$ cat config.mk
export PLATFORM = sky130hd
export DESIGN_NAME = snake_game_ctrl
export DESIGN_NICKNAME = d
export VERILOG_FILES = /design/src/rtl/snake_game_ctrl.sv
export SDC_FILE = /design/constraint.sdc
export NUM_CORES = 1
export LEC_CHECK = 0
export ABC_CLOCK_PERIOD_IN_PS = 3190
export CAP_MARGIN = 20
export CORE_ASPECT_RATIO = 1.2
export CORE_UTILIZATION = 30
export CTS_BUF_LIST = sky130_fd_sc_hd__clkbuf_8
export DETAILED_ROUTE_END_ITERATION = 10
export SETUP_SLACK_MARGIN = 0.15
export SYNTH_ARGS = -nofsm -noshare
export SYNTH_HDL_FRONTEND = slang
export SYNTH_SLANG_ARGS = --single-unit
$ cat constraint.sdc
create_clock -name clk -period 3.19 [get_ports clk]
set_clock_uncertainty 0.15 [all_clocks]
set_input_delay 0.4785 -clock clk [delete_from_list [all_inputs] [get_ports clk]]
set_output_delay 0.4785 -clock clk [all_outputs]
set_load 0.01 [all_outputs]
$ cat src/rtl/snake_game_ctrl.sv
// snake_game_ctrl: game sequencer between the PS/2 keyboard decoder and snake_field.
// Optional SNAKE_SPEEDUP_EN: step period shrinks as the snake grows.
module snake_game_ctrl #(
    parameter int BASE_PERIOD = 12000000,
    parameter int MIN_PERIOD  = 3000000,
    parameter int SPEED_STEP  = 200000,
    parameter int INIT_LEN    = 3,
    parameter int LEN_W       = 8
) (
    input  logic             clk,
    input  logic             rst,
    input  logic [7:0]       key,
    input  logic             key_pressed,
    input  logic             snake_alive,
    input  logic [LEN_W-1:0] snake_len,
    output logic             start,
    output logic             step,
    output logic [1:0]       snake_dir,
    output logic             is_running,
    output logic             paused,
    output logic             game_over,
    output logic [LEN_W-1:0] highscore
);

    localparam int PW = $clog2(BASE_PERIOD + 1);

    typedef enum logic [1:0] {
        S_IDLE,
        S_RUN,
        S_PAUSE,
        S_OVER
    } state_t;

    state_t        state, state_nx;
    logic          brk, kv, space, esc;
    logic          kdir_ok;
    logic [1:0]    kdir;
    logic [PW-1:0] cnt, period, per_calc;
    logic [1:0]    q0, q1, q0_nx, q1_nx;
    logic [1:0]    qn, qn_nx, dref;
    logic          go_start, stay_run, tick_end;
    logic          step_fire, hs_chk, hs_upd;
    logic          push_ok, pop;

    assign kv    = key_pressed && !brk &&
                   key != 8'hF0 && key != 8'hE0;
    assign space = kv && key == 8'h29;
    assign esc   = kv && key == 8'h76;

    // Break-code tracking: F0 marks the next byte as a release to drop
    always_ff @(posedge clk or negedge rst) begin
        if (!rst)
            brk <= 1'b0;
        else if (key_pressed)
            brk <= !brk && key == 8'hF0;
    end

    // Map movement keys onto snake directions
    always_comb begin
        kdir    = 2'd0;
        kdir_ok = kv;
        case (key)
            8'h1D:   kdir = 2'd0;
            8'h23:   kdir = 2'd1;
            8'h1B:   kdir = 2'd2;
            8'h1C:   kdir = 2'd3;
            default: kdir_ok = 1'b0;
        endcase
    end

`ifdef SNAKE_SPEEDUP_EN
    localparam int PRW = LEN_W + 32;
    logic [LEN_W-1:0] dlen;
    logic [PRW-1:0]   prod;

    // Shorten the period by SPEED_STEP per segment beyond INIT_LEN
    always_comb begin
        dlen = (snake_len > LEN_W'(INIT_LEN)) ?
               snake_len - LEN_W'(INIT_LEN) : '0;
        prod = PRW'(dlen) * PRW'(SPEED_STEP);
        if (prod >= PRW'(BASE_PERIOD - MIN_PERIOD))
            per_calc = PW'(MIN_PERIOD);
        else
            per_calc = PW'(BASE_PERIOD) - prod[PW-1:0];
    end
`else
    assign per_calc = PW'(BASE_PERIOD);
`endif

    // State register
    always_ff @(posedge clk or negedge rst) begin
        if (!rst)
            state <= S_IDLE;
        else
            state <= state_nx;
    end

    // Next-state logic; ESC overrides everything, death beats pause
    always_comb begin
        state_nx = state;
        if (esc) begin
            state_nx = S_IDLE;
        end else begin
            unique case (state)
                S_IDLE, S_OVER: if (space) state_nx = S_RUN;
                S_RUN: begin
                    if (!snake_alive)
                        state_nx = S_OVER;
                    else if (space)
                        state_nx = S_PAUSE;
                end
                S_PAUSE: if (space) state_nx = S_RUN;
            endcase
        end
    end

    // Control decode: step timing, highscore trigger, turn queue update
    always_comb begin
        go_start  = space && (state == S_IDLE || state == S_OVER);
        stay_run  = state == S_RUN && state_nx == S_RUN;
        tick_end  = cnt == period - PW'(1);
        step_fire = stay_run && tick_end;
        hs_chk    = esc || (state == S_RUN && state_nx == S_OVER);
        dref      = (qn == 2'd0) ? snake_dir :
                    (qn == 2'd1) ? q0 : q1;
        push_ok   = state == S_RUN && kdir_ok && qn != 2'd2 &&
                    kdir != dref && kdir != (dref ^ 2'd2);
        pop       = step_fire && qn != 2'd0;
        q0_nx     = pop ? q1 : q0;
        q1_nx     = q1;
        qn_nx     = qn - {1'b0, pop};
        if (push_ok) begin
            if (qn_nx == 2'd0)
                q0_nx = kdir;
            else
                q1_nx = kdir;
            qn_nx = qn_nx + 2'd1;
        end
    end

    // Registered outputs, tick counter, period latch and turn queue
    always_ff @(posedge clk or negedge rst) begin
        if (!rst) begin
            cnt        <= '0;
            period     <= PW'(BASE_PERIOD);
            q0         <= 2'd0;
            q1         <= 2'd0;
            qn         <= 2'd0;
            start      <= 1'b0;
            step       <= 1'b0;
            snake_dir  <= 2'd1;
            is_running <= 1'b0;
            paused     <= 1'b0;
            game_over  <= 1'b0;
            highscore  <= '0;
            hs_upd     <= 1'b0;
        end else begin
            start      <= go_start;
            step       <= step_fire;
            is_running <= state_nx == S_RUN;
            paused     <= state_nx == S_PAUSE;
            game_over  <= state_nx == S_OVER;
            hs_upd     <= hs_chk;
            if (hs_upd && snake_len > highscore)
                highscore <= snake_len;
            q0 <= q0_nx;
            q1 <= q1_nx;
            qn <= qn_nx;
            if (esc) begin
                cnt <= '0;
                qn  <= 2'd0;
            end else if (go_start) begin
                cnt       <= '0;
                qn        <= 2'd0;
                period    <= PW'(BASE_PERIOD);
                snake_dir <= 2'd1;
            end else if (step_fire) begin
                cnt    <= '0;
                period <= per_calc;
                if (qn != 2'd0)
                    snake_dir <= q0;
            end else if (stay_run) begin
                cnt <= cnt + PW'(1);
            end
        end
    end

endmodule

## Yosys cells after proc, flatten, opt, wreduce, memory -nomap -nowiden

Cells that the tools add are included.

| cells by class | value |
|---|---|
| reduce and logical (&&, ||, !) cells | 31 |
| equal/unequal tests | 20 |
| bitwise gates (word level) | 3 |
| multiplexer cells | 24 |
| $add $sub $neg | 4 |
| $lt $le $gt $ge | 1 |

Operators with widths:

| cell | number |
|---|---|
| $mux W24 | 6 |
| $mux W2 | 15 |
| $add A24 B1 Y24 const B | 1 |
| $eq A24 B24 Y1 | 1 |
| $eq A8 B5 Y1 const B | 3 |
| $sub A24 B1 Y24 const B | 1 |
| $eq A8 B6 Y1 const B | 2 |
| $logic_and A1 B1 Y1 | 16 |
| $ne A8 B8 Y1 const B | 2 |
| $eq A2 B2 Y1 const B | 4 |
| $eq A8 B7 Y1 const B | 1 |
| $eq A8 B8 Y1 const B | 1 |
| $gt A8 B8 Y1 | 1 |
| $eq A2 B1 Y1 const B | 3 |
| $logic_not A2 Y1 | 3 |
| $pmux W2 S3 | 1 |
| $reduce_bool A2 Y1 | 3 |
| $ne A2 B2 Y1 | 2 |
| $pmux W2 S2 | 1 |
| $reduce_and A2 Y1 | 2 |
| $reduce_bool A4 Y1 | 1 |
| $reduce_or A4 Y1 | 1 |
| $not A1 Y1 | 3 |
| $reduce_and A3 Y1 | 1 |
| 7 further kinds | 8 |

| storage, ports and cells | value |
|---|---|
| register bits | 73 |
| output and inout port bits | 15 |
| word-level logic and storage cells | 98 |

## Longest topological paths before layout

Gate-level depths: netlist (run 1).

| logic depth | value |
|---|---|
| word-level depth | 18 |
| mapped depth | 11 |
| gate-level depth less buffers | 11 |

## Least setup slack after synthesis (run 1)

No wires, ideal clock.

| timing | value |
|---|---|
| path type | input-to-reg |
| from | input port key[1] |
| to | register q0[1] |
| slack | 217 ps |
| path buffers | 1 |
| arrival | 2694 ps |
| stages on the path | 11 |
| cell sequence | buf_2 nor4b_1 a21oi_1 o21a_1 a2111oi_4 ha_1 xnor2_1 ha_1 inv_1 or2_2 mux2i_1 |

| on the way | value |
|---|---|
| word-level cells in the longest chain between the ends | 16 |
| elaborated cells between the ends (all ways) | 35 |
| those cells by class | add/sub: 1; eq/ne: 11; mux: 10; reduce/logical: 13 |

Ends and longest elaborated chain:

| element | RTL line | source |
|---|---|---|
| from (decl) | 12 | `input logic [7:0] key,` |
| $ne A8 B8 Y1 | 46 | `key != 8'hF0 && key != 8'hE0;` |
| $logic_and A1 B1 Y1 | 45 | `assign kv = key_pressed && !brk &&` |
| $logic_and A1 B1 Y1 | 46 |  |
| $logic_and A1 B1 Y1 | 47 | `assign space = kv && key == 8'h29;` |
| $mux W2 | 109 | `else if (space)` |
| $mux W2 | 107 | `if (!snake_alive)` |
| $pmux W2 S2 | 104 | `unique case (state)` |
| $mux W2 | 101 | `if (esc) begin` |
| $eq A2 B1 Y1 | 120 | `stay_run = state == S_RUN && state_nx == S_RUN;` |
| $logic_and A1 B1 Y1 | 120 |  |
| $logic_and A1 B1 Y1 | 122 | `step_fire = stay_run && tick_end;` |
| $logic_and A1 B1 Y1 | 128 | `pop = step_fire && qn != 2'd0;` |
| $sub A2 B1 Y2 | 131 | `qn_nx = qn - {1'b0, pop};` |
| $logic_not A2 Y1 | 133 | `if (qn_nx == 2'd0)` |
| $mux W2 | 133 |  |
| $mux W2 (*) | 132 | `if (push_ok) begin` |
| named net q0_nx[1] | 39 | `logic [1:0] q0, q1, q0_nx, q1_nx;` |
| to (signal assigned) | 166 | `q0 <= q0_nx;` |
| to (decl) | 39 |  |

The timed path passes the listed nets; every way through them passes the cells marked *.
A chain may end at the register's enable or synchronous reset.

## Final worst setup path (run 1)

Same ends and word-level chain as after synthesis.

==> results of run 1 <==
-- cell families (layout without fill, tap and decap cells) --
group           after synthesis  after routing  share of synthesized area
mux                          16             16                     0.0587
simple gates                117            117                      0.243
compound gates               77             77                      0.174
xor+xnor                      3              3                    0.00893
flops                        49             49                      0.417
buf+inv                      33             95                     0.0464
fa+ha+maj                    12             12                     0.0510
-- final cells by class --
cell class	instances	area, µm²	area share
Clock buffer	5	68.8	0.0183
Clock inverter	3	42.5	0.0113
Inverter	22	82.6	0.0220
Multi-Input combinational cell	225	1600	0.425
Sequential cell	49	1230	0.327
Tap cell	123	154	0.0410
Timing Repair Buffer	65	581	0.155
-- layer usage --
layer	vias up	wire, µm
met4	0	161
met1	1273	2900
met5	-	0
met3	15	171
li1	1265	-
met2	55	3340
-- flip-flops by register name (all words and copies together), names as in the netlist, 2 cells and up --
register   count
cnt           24
highscore      8
q0             2
q1             2
qn             2
snake_dir      2
state          2
-- critical path: cells and delay by family --
family / cells / cell delay, ns
mux: 1 / 0.13
compound gates: 2 / 0.46
buf+inv: 2 / 0.56
fa+ha+maj: 2 / 0.44
simple gates: 3 / 0.73
xor+xnor: 1 / 0.14
-- cell usage in the layout (no fill, tap or decap), types with 2 or more instances in the layout --
cell,count
nor4b_2,2
o41ai_1,4
nor4_1,2
and3_1,4
nor3b_1,2
nor3_1,2
nand4_1,7
mux2i_1,6
nand3_1,14
nor2b_1,6
buf_4,30
or4_1,9
a21oi_1,30
nand4b_1,2
nand3b_1,2
nor2_1,11
clkdlybuf4s50_1,33
o21a_1,2
xnor2_1,2
or2_2,2
nand2b_1,5
o31ai_1,8
dfrtp_1,48
inv_1,23
mux2_2,10
ha_2,2
or3_1,11
nand2_1,22
clkbuf_8,5
or4b_1,5
ha_1,10
o21ai_0,19
-- synth_stat cells, types with 2 or more instances --
cell,count
mux2_2,10
nand2_1,22
nor4b_1,2
nand4_1,7
ha_1,12
and3_1,4
o21a_1,2
nand3_1,14
nor2b_1,6
nor3b_1,2
nand2b_1,5
o41ai_1,4
or4_1,9
or2_2,2
dfrtp_1,48
a21oi_1,30
clkbuf_1,8
o31ai_1,8
nor3_1,2
nor4_1,3
nand4b_1,2
o21ai_0,19
or3_1,11
nand3b_1,2
xnor2_1,2
nor2_1,11
inv_1,22
mux2i_1,6
or4b_1,5
-- stage by stage --
stage | std cells | power, mW | hold WS (ns)
final | 492 | 1.84 | 0.139
after CTS | 490 | 1.86 | 0.162
after detailed placement | 482 | 1.41 | 0.325
after global placement | 482 | 1.40 | 0.323
after floorplan | 307 | 1.13 | 0.0329
after global routing | 492 | 1.96 | 0.201
-- power by group --
part	switching (mW)	total [mW]	internal, mW
clock	0.209	0.441	0.232
sequential	0.0742	0.797	0.722
combinational	0.270	0.600	0.330
total	0.553	1.84	1.28
-- path summary, 6_finish.rpt --
path | from | to | cells past startpoint
setup / recovery | key[1] | q0[1] | 11
hold / removal | rst | q0[0] | 1
setup reg to reg | cnt[5] | q0[1] | 10
hold reg to reg | q0[1] | snake_dir[1] | 2
max in group asynchronous | rst | cnt[6] | 2
min in group clk | q0[1] | snake_dir[1] | 2
-- repair_timing --
item	in CTS	in global routing
resized for setup	0	4
buffers inserted	0	2
setup endpoints to repair	0	2
==> results by group, run 1 <==
Synth
  – Cells after Synth: slightly above 300
  – Ys flop type: dfrtp_1
  – Flip-flop and latch count after synthesis: 49
  – Share of the synthesized area in the top cell type: 0.408
  – Synth Net Count: between 300 and 400
  – Yosys warnings: 0
  – Synthesized cell area: between 2000 and 3000 µm²
  – Area leader, netlist: dfrtp_1
  – Ys async rst share: 1.00
  – Number of synthesized flops with an enable pin: 0
  – Top post-synthesis cells by area: dfrtp_1 (41%), a21oi_1 (5.1%), ha_1 (5.1%)
  – Synth unique cells: between 50 and 60
  – Syn avg cell area: approximately 9.6 µm²
  – Seq/Total Area, Yosys: 0.417

Clock tree
  – Worst-path clk slew: approximately 0.09 ns
  – H-tree levels: 2
  – CTS root buf: clkbuf_8
  – Cts bufs inserted: 5
  – Clock tree buffer depth: 2
  – CTS tree: yes
  – Skew-Pair Late Insertion Delay: 0.30 ns
  – CTS Hold Buffers Added: 0
  – Clock sinks: a little under 50

Cells and area
  – Fin area: roughly 3800 µm²
  – Area growth, synth to finish: 27.5%
  – Layout cells sized above 1: 0.171
  – ANT cells: 0
  – Nets: 400
  – Util after Layout: 0.394
  – Filler instances: 964

Detailed routing
  – DRT Pass-1 Iters: 4
  – Per-cell routed wire length: 13.3 µm
  – DRC Markers: 0
  – Routed wire length: approximately 6600 µm
  – Vias: around 2600
  – Starting DRC count in detailed routing: 120
  – Via/cell ratio: 5.30
  – Remaining antenna violation count: 0

Setup path
  – Largest stage delay, worst path: about 0.52 ns
  – WP data arrival: 2.94 ns
  – Kind of end point of the critical path: flop
  – Required @ worst endpoint: around 3.2 ns
  – Reg2reg setup slack: about 0.36 ns
  – CP max-delay cell: clkdlybuf4s50_1
  – Crit-path max FO: 3
  – Worst Setup Start Kind: input pin
  – Crit path kind: input pin to flop
  – Cell Chain, Critical Path: clkdlybuf4s50_1 -> and4bb_1 -> and2_1 -> o21a_1 -> a2111oi_4 -> ha_2 -> xnor2_1 -> ha_2 -> inv_1 -> or2_2 -> mux2i_1
  – CP dominant cell by count: ha_2

STA
  – RSZ-0062 raised after global routing: no
  – Final worst slack: 0.279 ns
  – Minimum clock period: 2.91 ns
  – TNS Setup: 0 ns
  – Final Hold Violating Endpoints: 0
  – Peak Freq: about 340 MHz
  – Period utilization: 0.912
  – Slew HR: 0.420
  – Fin. max-slew vios: 0
  – Final setup vio count: 0
  – Worst-margin pin slew: around 0.87 ns

Run status
  – Outcome: completed

Flow run
  – Max-Cap Viols: 0

Place
  – Final HPWL DP: roughly 4800 µm
  – Worst slack, placed: -0.155 ns
  – Placed Instance Area: roughly 3600 µm²
  – Port bufs: 34
  – Final Wtd Congestion: slightly below 0.8

GRT
  – First-pass GRT wire length: 11400 µm
  – GRT Total Usage: 0.135
  – Largest net degree at the start of global routing: 43
  – GR peak layer: met2
  – Grt met2 use: 0.227
  – Met1 usage: 0.172
  – GRT met3 Usage: 0.0200
  – Grt ovf: 0
  – Initial antenna violation count: 0
  – Vias in the first global route: roughly 2500

Floorplan
  – Die Area: about 10000 µm²
  – # IOs: 35
  – CORE AREA: around 9500 µm²
  – Std-Cell Rows: 39
  – Die height: 110 µm
  – Starting density of the core: 0.309
  – Die W: slightly above 90 µm

Power
  – Max IR drop VDD: 167 µV
  – Pwr dens: 490 nW/µm²
  – Static leakage: 1.56 nW

Worst hold path
  – Worst Hold Class: input pin to asynchronous set/reset pin
No activity file was read; power rests on OpenSTA's default activity.
==> run 2, diff against run 1 <==
Settings changed: ABC_CLOCK_PERIOD_IN_PS 3190 to default, CORE_ASPECT_RATIO 1.2 to default, PLACE_DENSITY from default to 0.45.
==> run 2 against run 1 <==
Flip-flop and latch count unchanged. Wire length up 3.4%. Sequential share of layout area down 0.52 points. First-iteration DRC count up 13%. Non-clock buffer count up 1. Worst hold slack worse by 0.020 ns. Sequential power about the same. Via count down 2.4%. Global-route usage up 0.91 points. Maximum frequency up 1.7%. Clock power up 23%.
==> results by group, run 2 (synthesized netlist as in run 1, its figures left out) <==
Floorplan
  – Std-Cell Rows: 35
  – Die W: approximately 100 µm
  – Die height: 101 µm
  – Die Area: slightly above 10000 µm²
  – CORE AREA: about 9400 µm²
  – Starting density of the core: 0.314
  – # IOs: 35

Setup path
  – Worst reg-to-reg path cell count: 12
  – Kind of end point of the critical path: flop
  – WP data arrival: 2.89 ns
  – Crit path kind: input pin to flop
  – Worst Setup Start Kind: input pin
  – R2r endpoint: q0[1]
  – Crit-path max FO: 6
  – R2R Path Start: cnt[0]
  – Reg2reg setup slack: around 0.38 ns
  – CP startpoint: key[0]
  – Required @ worst endpoint: roughly 3.2 ns

Clock tree
  – H-tree levels: 2
  – CTS Hold Buffers Added: 0
  – Skew-Pair Late Insertion Delay: 0.31 ns
  – Clock tree buffer depth: 2
  – Clock sinks: just under 50
  – CTS tree: yes
  – Worst-path clk slew: 0.10 ns
  – CTS root buf: clkbuf_8
  – Cts bufs inserted: 5

Worst hold path
  – Worst Hold Class: input pin to asynchronous set/reset pin

Run status
  – Outcome: completed

STA
  – Fin. max-slew vios: 0
  – RSZ-0062 raised after global routing: no
  – Peak Freq: 350 MHz
  – Final Hold Violating Endpoints: 0
  – Final setup vio count: 0
  – Slew HR: 0.571
  – TNS Setup: 0 ns
  – Period utilization: 0.897
  – Minimum clock period: 2.86 ns
  – Worst-margin pin slew: roughly 0.64 ns

Detailed routing
  – DRT Pass-1 Iters: 4
  – Routed wire length: approximately 6800 µm
  – Via/cell ratio: 5.10
  – Starting DRC count in detailed routing: ~140
  – Per-cell routed wire length: 13.6 µm
  – Remaining antenna violation count: 0
  – Vias: between 2000 and 3000
  – DRC Markers: 0

Flow run
  – Max-Cap Viols: 0

Cells and area
  – Most frequent cells in the layout: dfrtp_1 (48), clkdlybuf4s50_1 (32), a21oi_1 (30), buf_4 (30)
  – Area growth, synth to finish: 29.6%
  – Reg with most FFs: cnt
  – Filler instances: 980
  – Top flop regs: cnt x24, highscore x8
  – Nets: 401
  – Layout cells sized above 1: 0.178
  – Largest register FFs: 24
  – ANT cells: 0
  – Util after Layout: 0.407
  – Commonest non-fill, non-tap cell in the layout: dfrtp_1
  – Final Non-Filler Cells: 499

GRT
  – First-pass GRT wire length: between 10000 and 15000 µm
  – Initial antenna violation count: 0
  – Largest net degree at the start of global routing: 50
  – Vias in the first global route: about 2400
  – Grt ovf: 0
  – GRT Total Usage: 0.144

Place
  – Inst Count DP: 489
  – Final Wtd Congestion: around 0.77
  – Final HPWL DP: approximately 5000 µm
  – Port bufs: 34

Power
  – Static leakage: 1.59 nW
  – Pwr dens: between 500 and 600 nW/µm²
  – Max IR drop VDD: 199 µV
  – Total power: between 1.5 and 2 mW
==> run 2: cell count changes in the layout (fill, tap and decap cells not counted), sizes merged <==
cell,previous run,this run
buf,32,33
bufinv,1,2
clkdlybuf4s50,33,32
dlymetal6s2s,0,1
inv,23,22
==> run 2: how the worst max path moves through the flow <==
stage	endpoint	slack, ns	cells past startpoint
finish	q0[1]	0.33	12
CTS	q0[1]	0.22	11
global route	q0[1]	0.18	12
global placement	q0[1]	-0.12	11
floorplan	q0[1]	0.22	11
detailed placement	q0[1]	-0.09	11
==> run 2: power by group <==
group          internal (mW)  switching, mW
clock                  0.312          0.230
combinational          0.337          0.265
sequential             0.722         0.0738
total                   1.37          0.569
==> run 2: timing repair <==
item,CTS,global route
endpoints found under the setup margin,0,2
setup buffers,0,2
resized for setup,0,6
hold endpoints to repair,0,0
==> run 2: metal layers <==
metal	wire length, µm	track usage	vias to the layer above
met5	0	0	-
met4	99	0.0491	0
met3	158	0.0236	8
met2	3120	0.236	35
met1	3410	0.193	1231
li1	-	-	1271
==> run 2: metrics by stage <==
step | area, µm² | setup slack (ns) | hold WS (ns)
after floorplan | 2940 | 0.217 | 0.0329
after global placement | 3630 | -0.119 | 0.329
after detailed placement | 3630 | -0.0882 | 0.326
after CTS | 3770 | 0.223 | 0.159
after global routing | 3810 | 0.180 | 0.201
final | 3810 | 0.329 | 0.118
==> run 2: worst max-delay path: stages <==
cell and delay [ns]:
clkdlybuf4s50_1 0.43, buf_4 0.17, nor4b_2 0.16, and2_1 0.15, o21a_1 0.22, a2111oi_4 0.23
ha_2 0.25, xnor2_2 0.12, ha_2 0.20, inv_1 0.04, or2_2 0.32, mux2i_1 0.12
==> run 2: area by class of cell <==
cell class | count | area, µm² | share of cell area
clock buffers | 5 | 68.8 | 0.0181
clock inverters | 3 | 65.1 | 0.0171
inverters | 22 | 82.6 | 0.0217
multi-input cells | 225 | 1600 | 0.421
flip-flops and latches | 49 | 1230 | 0.322
well taps | 129 | 161 | 0.0424
repair buffers | 66 | 603 | 0.158
==> run 3, diff against run 2 <==
Settings changed: ABC_AREA from default to 1, CTS_CLUSTER_SIZE from default to 20.
==> run 3 against run 2 <==
Sequential power is 32% higher. Critical path depth grew 5. Global-route usage up 2.0 points. Highest routed layer unchanged. Count of clock-buffer cells in the layout increased by 1. Maximum frequency up 0.45%. Critical path type unchanged.
==> results by group, run 3 <==
Detailed routing
  – Highest Signal Layer: met4
  – Starting DRC count in detailed routing: approximately 170
  – Via/cell ratio: around 4.7
  – Metal3 WL: around 230 µm
  – Per-cell routed wire length: approximately 13 µm
  – Vias: ~3000
  – DRC Markers: 0
  – M1 WL: about 4400 µm
  – Remaining antenna violation count: 0
  – DRT Pass-1 Iters: 4
  – Metal2 WL: between 3000 and 4000 µm
  – Routed wire length: ~8400 µm

Clock tree
  – Worst-path clk slew: 0.10 ns
  – Skew-Pair Late Insertion Delay: 0.31 ns
  – Clock tree buffer depth: 2
  – CTS tree: yes
  – CTS root buf: clkbuf_8
  – Clock sinks: 49
  – Cts bufs inserted: 5
  – H-tree levels: 2

STA
  – Final setup vio count: 0
  – Final Hold Violating Endpoints: 0
  – Worst-margin pin slew: roughly 0.5 ns
  – Peak Freq: around 350 MHz
  – Period utilization: 0.893
  – Fin. max-slew vios: 0
  – TNS Setup: 0 ns
  – Slew HR: 0.653
  – RSZ-0062 raised after global routing: no
  – Final hold slack: around 0.33 ns
  – Minimum clock period: approximately 2.8 ns

Place
  – Final Wtd Congestion: 0.847
  – Port bufs: 34
  – Inst Count DP: 620
  – Final HPWL DP: 6500 µm

Cells and area
  – ANT cells: 0
  – Commonest non-fill, non-tap cell in the layout: nand2_1
  – Largest register FFs: 24
  – Top flop regs: cnt x24, highscore x8
  – Area growth, synth to finish: 22.8%
  – Reg with most FFs: cnt
  – Layout cells sized above 1: 0.142
  – Most frequent cells in the layout: nand2_1 (89), inv_1 (63), dfrtp_1 (48)
  – Final Non-Filler Cells: 630
  – Nets: 525

Setup path
  – Largest stage delay, worst path: 0.45 ns
  – Worst Setup Start Kind: input pin
  – Crit-path max FO: 3
  – WP data arrival: a little under 3 ns
  – Crit path kind: input pin to flop
  – CP max-delay cell: clkdlybuf4s50_1
  – CP bufs+invs: 4
  – Kind of end point of the critical path: flop
  – Largest delay share family, worst path: simple AND/OR/NAND/NOR gates
  – Cell Chain, Critical Path: clkdlybuf4s50_1 -> inv_1 -> or2_1 -> nor2_2 -> nand4_1 -> nand2_2 -> nand3_2 -> nor2_4 -> nand3_1 -> inv_2 -> ha_2 -> xnor2_2 -> ha_2 -> nand4_1 -> inv_1 -> nand2_1 -> nand2_1
  – Required @ worst endpoint: around 3.3 ns

Power
  – Total power: approximately 2.5 mW
  – Max IR drop VDD: 317 µV
  – Static leakage: between 1.5 and 2 nW
  – Pwr dens: roughly 630 nW/µm²

Floorplan
  – Std-Cell Rows: 37
  – Die height: between 100 and 150 µm
  – # IOs: 35
  – Starting density of the core: 0.312
  – CORE AREA: approximately 10000 µm²
  – Die W: about 110 µm
  – Die Area: 11300 µm²

Synth
  – Yosys warnings: 0
  – Synthesized cell area: roughly 3200 µm²
  – Flip-flop and latch count after synthesis: 49
  – Ys async rst share: 1.00
  – Number of synthesized flops with an enable pin: 0
  – Synth Net Count: about 470
  – Top post-synthesis cells by area: dfrtp_1 (37%), nand2_1 (10%), inv_1 (7.4%)
  – Most frequent cells after synthesis: nand2_1 (90), inv_1 (64), dfrtp_1 (48)
  – Ys flop type: dfrtp_1
  – Share of the synthesized area in the top cell type: 0.370
  – Syn avg cell area: between 7 and 8 µm²
  – Most numerous cell in the Yosys netlist: nand2_1
  – Area leader, netlist: dfrtp_1
  – Synth unique cells: 42
  – Cells after Synth: around 440
  – Seq/Total Area, Yosys: 0.378

Run status
  – Outcome: completed

GRT
  – First-pass GRT wire length: ~15000 µm
  – Largest net degree at the start of global routing: 31
  – Vias in the first global route: between 2000 and 3000
  – Initial antenna violation count: 0
  – Grt ovf: 0
  – GRT Total Usage: 0.164

Worst hold path
  – Worst Hold Class: flop to flop

Flow run
  – Max-Cap Viols: 0
[run 3: cell types whose count changed after synthesis, moves of 12 or more]
cell     delta
nand2_1    +68
inv_1      +42
nor2_1     +30
nand3_1    +29
nand4_1    +12
[run 3: layout make-up]
class,count,area [µm²]
clock buffer,6,82.6
sequential,49,1230
fill,1121,6420
inverter,69,262
tap,136,170
multi-input combinational,315,1720
clock inverter,2,37.5
timing repair buffer,53,488
[run 3: final timing paths]
path                         startpoint            to  depth (start not counted)  slack [ns]
setup / recovery            key_pressed         q0[1]                         17        0.34
setup reg to reg                 cnt[0]         q0[1]                         16        0.49
hold / removal             snake_dir[1]  snake_dir[1]                          2        0.33
max in group asynchronous           rst  snake_dir[0]                          3        1.54
hold reg to reg            snake_dir[1]  snake_dir[1]                          2        0.33
min in group asynchronous           rst  highscore[4]                          2        0.51
[run 3: power breakdown]
group	internal (mW)	total (mW)	switching (mW)
Sequential	0.834	1.05	0.214
Clock	0.256	0.486	0.231
Combinational	0.412	0.990	0.578
Total	1.50	2.52	1.02
[run 3: what timing repair did]
item,CTS,global route
buffers inserted,0,1
gates resized for setup,0,11
endpoints found under the setup margin,0,5
hold buffers,1,0
endpoints found under the hold margin,19,0
[run 3: metrics by stage]
step	setup WS (ns)	cell area (µm²)	util
3_5_place_dp	-0.0363	3820	0.367
6_report	0.342	3990	0.383
2_1_floorplan	0.583	3250	-
3_3_place_gp	0.0246	3820	0.367
4_1_cts	0.292	3950	0.380
5_1_grt	0.144	3990	0.383
[run 3: kinds of logic after synthesis]
logic type      Yosys count  share of synthesized area
fa+ha+maj                12                     0.0462
compound gates           54                     0.0916
buf+inv                  77                     0.0986
simple gates            240                      0.362
xor+xnor                  9                     0.0243
flops                    49                      0.378
[run 3: worst min-delay path, stage by stage (launching register included)]
cell,delay (ns)
dfrtp_1,0.35
nand2_1,0.05
nand2_1,0.05
[run 3: routing by layer]
metal	track usage	up-vias
li1	-	1546
met1	0.236	1358
met2	0.264	47
met3	0.0215	4
met4	0.0327	0
met5	0	-
